[src/rtl/rx_packet_ctrl.sv]
// USB-style RX packet controller. It drains the bytes that follow the PID from
// the rx FIFO, runs CRC5/CRC16 over them and streams the data payload out.
// When the packet ends it classifies the PID and reports status for one cycle.
module rx_packet_ctrl #(
  parameter int MAX_PAYLOAD = 64
) (
  input  logic       clk,
  input  logic       n_rst,
  input  logic       rcving,
  input  logic       r_error,
  input  logic [3:0] PID,
  input  logic       empty,
  input  logic [7:0] r_data,
  output logic       r_enable,
  output logic [7:0] pd_data,
  output logic       pd_valid,
  output logic       pkt_done,
  output logic [1:0] pkt_type,
  output logic [3:0] pkt_pid,
  output logic       crc_ok,
  output logic       pkt_err,
  output logic [6:0] byte_cnt,
  output logic [6:0] tok_addr,
  output logic [3:0] tok_endp
);

  typedef enum logic [1:0] {IDLE, RECV, CHECK} state_t;

  localparam logic [6:0] MAXP = 7'(MAX_PAYLOAD);

  state_t      r_state, w_next;
  logic [15:0] r_crc16;
  logic [4:0]  r_crc5;
  logic [6:0]  r_raw, r_emit;
  logic [7:0]  r_dly0, r_dly1;
  logic        r_err_stk, r_ovf;
  logic [3:0]  r_pid;
  logic [6:0]  r_taddr;
  logic [3:0]  r_tendp;

  logic        w_pop, w_start, w_finish, w_is_data, w_pay, w_emit, w_over;
  logic [1:0]  w_type;
  logic        w_len_ok, w_crc_ok, w_err;

  // LSB-first CRC16 (x^16+x^15+x^2+1), one whole byte per call
  function automatic logic [15:0] f_crc16(input logic [15:0] c, input logic [7:0] d);
    logic [15:0] x;
    logic        fb;
    x = c;
    for (int i = 0; i < 8; i++) begin
      fb = x[15] ^ d[i];
      x  = {x[14:0], 1'b0} ^ (fb ? 16'h8005 : 16'h0000);
    end
    return x;
  endfunction

  // LSB-first CRC5 (x^5+x^2+1), one whole byte per call
  function automatic logic [4:0] f_crc5(input logic [4:0] c, input logic [7:0] d);
    logic [4:0] x;
    logic       fb;
    x = c;
    for (int i = 0; i < 8; i++) begin
      fb = x[4] ^ d[i];
      x  = {x[3:0], 1'b0} ^ (fb ? 5'h05 : 5'h00);
    end
    return x;
  endfunction

  assign w_pop     = r_enable;
  assign w_start   = (r_state == IDLE) && rcving;
  assign w_finish  = (r_state == RECV) && (w_next == CHECK);
  assign w_is_data = (r_pid == 4'b0011) || (r_pid == 4'b1011);
  // The first two pops only prime the delay line, so the trailing CRC never leaves
  assign w_pay     = w_pop && (r_raw >= 7'd2) && w_is_data;
  assign w_emit    = w_pay && (r_emit < MAXP);
  assign w_over    = w_pay && !(r_emit < MAXP);

  // State register
  always_ff @(posedge clk) begin
    if (!n_rst) r_state <= IDLE;
    else        r_state <= w_next;
  end

  // Next-state and FIFO pop
  always_comb begin
    w_next   = r_state;
    r_enable = 1'b0;
    case (r_state)
      IDLE:    if (rcving) w_next = RECV;
      RECV: begin
        r_enable = !empty;
        if (!rcving && empty) w_next = CHECK;
      end
      CHECK:   w_next = IDLE;
      default: w_next = IDLE;
    endcase
  end

  // PID classification and error roll-up, sampled as the packet closes
  always_comb begin
    w_type   = 2'b11;
    w_len_ok = 1'b1;
    w_crc_ok = 1'b0;
    case (r_pid)
      4'b0001, 4'b1001, 4'b1101: begin
        w_type   = 2'b00;
        w_len_ok = (r_raw == 7'd2);
        w_crc_ok = (r_crc5 == 5'h0C);
      end
      4'b0011, 4'b1011: begin
        w_type   = 2'b01;
        w_len_ok = (r_raw >= 7'd2);
        w_crc_ok = (r_crc16 == 16'h800D);
      end
      4'b0010, 4'b1010, 4'b1110: begin
        w_type   = 2'b10;
        w_len_ok = (r_raw == 7'd0);
        w_crc_ok = 1'b1;
      end
      default: ;
    endcase
    w_err = r_err_stk | r_error | !w_len_ok | r_ovf | !w_crc_ok | (w_type == 2'b11);
  end

  // Datapath: per-packet accumulation, payload stream and status capture
  always_ff @(posedge clk) begin
    if (!n_rst) begin
      r_crc16   <= 16'hFFFF;
      r_crc5    <= 5'h1F;
      r_raw     <= '0;
      r_emit    <= '0;
      r_dly0    <= '0;
      r_dly1    <= '0;
      r_err_stk <= 1'b0;
      r_ovf     <= 1'b0;
      r_pid     <= '0;
      r_taddr   <= '0;
      r_tendp   <= '0;
      pd_data   <= '0;
      pd_valid  <= 1'b0;
      pkt_done  <= 1'b0;
      pkt_type  <= '0;
      pkt_pid   <= '0;
      crc_ok    <= 1'b0;
      pkt_err   <= 1'b0;
      byte_cnt  <= '0;
      tok_addr  <= '0;
      tok_endp  <= '0;
    end else begin
      pd_valid <= w_emit;
      pkt_done <= w_finish;
      if (w_emit) begin
        pd_data <= r_dly1;
        r_emit  <= r_emit + 7'd1;
      end
      if (w_over) r_ovf <= 1'b1;
      if (w_start) begin
        r_crc16   <= 16'hFFFF;
        r_crc5    <= 5'h1F;
        r_raw     <= '0;
        r_emit    <= '0;
        r_dly0    <= '0;
        r_dly1    <= '0;
        r_err_stk <= 1'b0;
        r_ovf     <= 1'b0;
        r_pid     <= PID;
      end
      if (w_pop) begin
        r_crc16 <= f_crc16(r_crc16, r_data);
        // CRC5 only covers the two token bytes
        if (r_raw < 7'd2) r_crc5 <= f_crc5(r_crc5, r_data);
        if (r_raw != 7'd127) r_raw <= r_raw + 7'd1;
        r_dly0 <= r_data;
        r_dly1 <= r_dly0;
        if (r_raw == 7'd0) begin
          r_taddr    <= r_data[6:0];
          r_tendp[0] <= r_data[7];
        end
        if (r_raw == 7'd1) r_tendp[3:1] <= r_data[2:0];
      end
      if ((r_state == RECV) && r_error) r_err_stk <= 1'b1;
      if (w_finish) begin
        pkt_type <= w_type;
        pkt_pid  <= r_pid;
        crc_ok   <= w_crc_ok;
        pkt_err  <= w_err;
        byte_cnt <= r_emit;
        tok_addr <= r_taddr;
        tok_endp <= r_tendp;
      end
    end
  end

endmodule

[config.mk]
export PLATFORM = sky130hd
export DESIGN_NAME = rx_packet_ctrl
export DESIGN_NICKNAME = d
export VERILOG_FILES = /design/src/rtl/rx_packet_ctrl.sv
export SDC_FILE = /design/constraint.sdc
export NUM_CORES = 1
export LEC_CHECK = 0
export BUFFER_PORTS_ARGS = -buffer_cell sky130_fd_sc_hd__buf_2
export CAP_MARGIN = 20
export CELL_PAD_IN_SITES_DETAIL_PLACEMENT = 0
export CELL_PAD_IN_SITES_GLOBAL_PLACEMENT = 1
export CORE_UTILIZATION = 25
export CTS_BUF_LIST = sky130_fd_sc_hd__clkbuf_16
export DETAILED_ROUTE_END_ITERATION = 10
export PLACE_DENSITY = 0.53
export SYNTH_ARGS = -nofsm -noshare
export SYNTH_HDL_FRONTEND = slang
export SYNTH_SLANG_ARGS = --single-unit
export TNS_END_PERCENT = 30
[constraint.sdc]
create_clock -name clk -period 2.2 [get_ports clk]
set_input_delay 0.22 -clock clk [delete_from_list [all_inputs] [get_ports clk]]
set_output_delay 0.22 -clock clk [all_outputs]
set_load 0.005 [all_outputs]
==> results_dict.tcl <==
set metrics [dict create \
    synth_edf_count 0 \
    path_buf_inv 3 \
    cellLeakagePower_nw 2.09 \
    global_route.overflow_total 0 \
    fin_total_pwr_mw 3.92 \
    irDropWorstVdd_mv 0.468 \
    report.final.setup_viol 0 \
    port_buffers 53 \
    power_density_mw_per_mm2 718 \
    synth_cells 503 \
    antenna_found_initial 0 \
    insertion_delay_ns 0.35 \
    synthTopCellsByArea "dfxtp_1, nand2_1, a21boi_0" \
    post_synthesis_instance_area_mm2 0.00461 \
    crit_fanout 22 \
    vias 3592 \
    initial_util_pct 25.6 \
    achievable-frequency_ghz 0.490 \
    avgSynthCellArea_um2 9.16 \
    timing_worst_setup_path_type "reg -> out" \
    synth_compound_gate_area_share_pct 14.7 \
    maxSlewViolCount 0 \
    ctsHoldBuffers 0 \
    cts_resized 0 \
    detailedRoute.firstIterationViolations 158 \
    grt_max_degree 52 \
    timing.reg2reg.setup_slack_ns 0.21 \
    worst_pin_slew_ns 0.476 \
    synth_fp_nets 525 \
    design.portCount 54 \
    holdCritPathClass "in -> reg" \
    finClkSkew_ns 0.00678 \
    yosys_warnings 0 \
    synth_flop_cell "dfxtp_1" \
    placement.cell_area_mm2 0.00520 \
    track_usage_pct 12.9 \
    drtAntennaViolNets 0 \
    cts_root_buffer "clkbuf_16" \
    drt-wirelength-per-cell_um 14.6 \
    die_width_um 138 \
    timing.critical_path.to_type "output port" \
    r2r-end "r_crc16[15]$_SDFFE_PN1P_" \
    synth_fa_ha_area_share_pct 1.36 \
    fin_hold_ws_ns 0.123 \
    antennaDiodeCount 0 \
    drv_cap 0 \
    synth.distinct_cells 52 \
    drtPass1Iterations 4 \
    depth_of_the_cts_h_tree 3 \
    timing.critical_path.cells "or3b_2, inv_1, buf_6, buf_2" \
    worst_ep_required_time_ns 1.98 \
    design_area_mm2 0.00547 \
    final.min_clock_period_ns 2.04 \
    grt_first_pass_wirelength_um 18500 \
    netlist.top_cell.by_area "dfxtp_1" \
    cts_tree "yes" \
    cts.sink_count 106 \
    reg2reg_depth 5 \
    gp_routability_congestion 0.780 \
    final_hold_violation_count 0 \
    hold-path-cell-count 3 \
    synth.top_cell.area_share_pct 46.1 \
    share_of_the_clock_period_used_by_the_worst_path_after_layout_pct 92.7 \
    worstSetupStartpointType "register" \
    via_density_per_instance 4.55 \
    critical_path.slowest_cell "or3b_2" \
    cp_data_arrival_time_ns 1.82 \
    synth_mux_area_share_pct 3.69 \
    worst_path_dominant_cell_family "buffers and inverters" \
    place_hpwl_um 8310 \
    die_h_um 138 \
    fillers 1912 \
    cts-root-to-sink-buffers 2 \
    max_stage_delay_ns 0.52 \
    syn_to_final_growth_pct 18.7 \
    holdCritStartpoint "PID[2]" \
    synth_sequential_area_ratio_pct 46.1 \
    cts_buf_count 9 \
    beginning_of_the_worst_register_to_register_path "r_crc16[9]$_SDFFE_PN1P_" \
    layout.nets 578 \
    coreArea_mm2 0.0180 \
    slew-limit-headroom_pct 67.8 \
    placement_rows 49 \
    share_of_final_layout_standard_cells_stronger_than_drive_strength_1_pct 16.8 \
    die-area_mm2 0.0190 \
    timing.setup.tns_ns 0 \
    number_of_global_route_vias_before_repair 3392 \
    async_flop_share_pct 0 \
    cts_post_setup_buffers_inserted 0 \
    synthSimpleGateAreaFrac_pct 21.0 \
    dominant_combinational_cell_family_by_area_after_synthesis "simple AND/OR/NAND/NOR gates" \
    postRouteWirelength_um 11500 \
    clk_transition_reported_paths_ns 0.06 \
    run_status "finished, final reports clean" \
    min_delay_worst_endpoint "r_pid[2]$_SDFFE_PN0P_" \
    synth_xor_area_share_pct 9.72 \
    postSynthRegisterBits 106 \
    setup_repair_after_global_routing_missed_its_margin "no" \
    drc 0 \
    postLayoutCoreUtil_pct 30.3 \
]
[state kept, by name (all words and copies together), names as in the netlist, 2 cells and up]
signal,flops
r_crc16,16
pd_data,8
r_dly0,8
r_dly1,8
byte_cnt,7
r_emit,7
r_raw,7
r_taddr,7
tok_addr,7
r_crc5,5
pkt_pid,4
r_pid,4
r_tendp,4
tok_endp,4
pkt_type,2
r_state,2
[worst max path at each step]
stage                                startpoint                        to  depth (start not counted)
after global routing      r_state[0]$_SDFF_PN0_                  r_enable                          4
after floorplan             r_raw[0]$_SDFF_PN0_    r_emit[5]$_SDFFE_PP0P_                          9
after detailed placement              r_data[0]  r_crc16[15]$_SDFFE_PN1P_                          6
after global placement    r_state[1]$_SDFF_PN0_    r_dly0[6]$_SDFFE_PN0P_                          5
final                     r_state[0]$_SDFF_PN0_                  r_enable                          4
after CTS                 r_state[0]$_SDFF_PN0_                  r_enable                          4
[kinds of logic (layout without fill, tap and decap cells)]
| logic type | after synthesis | in the layout |
|---|---|---|
| compound gates | 100 | 100 |
| xor+xnor | 43 | 43 |
| fa+ha+maj | 5 | 5 |
| buf+inv | 38 | 96 |
| flops | 106 | 106 |
| mux | 17 | 17 |
| simple gates | 194 | 194 |
[per-layer routing]
metal,track usage [%],up-vias,routed length [µm],part of all wire (%)
met4,4.47,0,153,1.3
met3,3.16,11,565,4.9
li1,-,1827,-,-
met2,19.2,66,4970,43
met5,0,-,0,0
met1,18.0,1688,5840,51
[Yosys cell counts (all sizes together), types with 2 or more instances]
cell / instances
dfxtp: 106
nand2: 86
nor2b: 36
a21boi: 33
clkbuf: 27
nor2: 23
xnor2: 23
mux2i: 17
o21ai: 17
a22oi: 16
xor2: 15
o22ai: 14
nand3: 11
a21oi: 9
buf: 6
nor3: 6
and2: 5
ha: 5
inv: 5
and3: 4
xnor3: 4
a31oi: 3
nand4: 3
nor4: 3
and3b: 2
nor3b: 2
nor4b: 2
nor4bb: 2
or3: 2
[final cells by class]
type	instances	area, µm²	area share (%)
clock buffers	9	225	4.12
inverters	5	18.8	0.343
flip-flops and latches	106	2120	38.8
repair buffers	75	434	7.94
clock inverters	7	38.8	0.710
multi-input cells	359	2340	42.8
well taps	229	287	5.24
[tightest hold or removal path: stages]
cell,delay [ns]
buf_2,0.10
nand2_1,0.04
a21boi_0,0.06
[stage by stage]
stage | setup WS, ns | instances
after floorplan | 0.228 | 503
after global placement | 0.207 | 773
after detailed placement | 0.168 | 774
after CTS | 0.0838 | 790
after global routing | 0.0578 | 790
final | 0.160 | 790
[cells in the final DEF (no fill, tap or decap), types with 2 or more instances in the layout]
cell type / count
dfxtp_1: 106
nand2_1: 85
buf_2: 53
nor2b_1: 36
a21boi_0: 33
xnor2_1: 23
nor2_1: 23
buf_4: 21
mux2i_1: 17
o21ai_0: 17
a22oi_1: 16
xor2_1: 15
o22ai_1: 14
nand3_1: 11
a21oi_1: 9
clkbuf_16: 9
inv_1: 7
nor3_1: 6
and2_1: 5
ha_1: 5
and3_1: 4
a31oi_1: 3
nand4_1: 3
xnor3_1: 3
or3_1: 2
and3b_1: 2
nor3b_1: 2
nor4_1: 2
nor4b_1: 2
clkinvlp_4: 2
clkinv_1: 2
[power by group]
part           switching (mW)  internal (mW)
Clock                   0.714          0.754
Sequential             0.0349           1.96
Combinational           0.240          0.221
No activity file was read; power rests on OpenSTA's default activity.
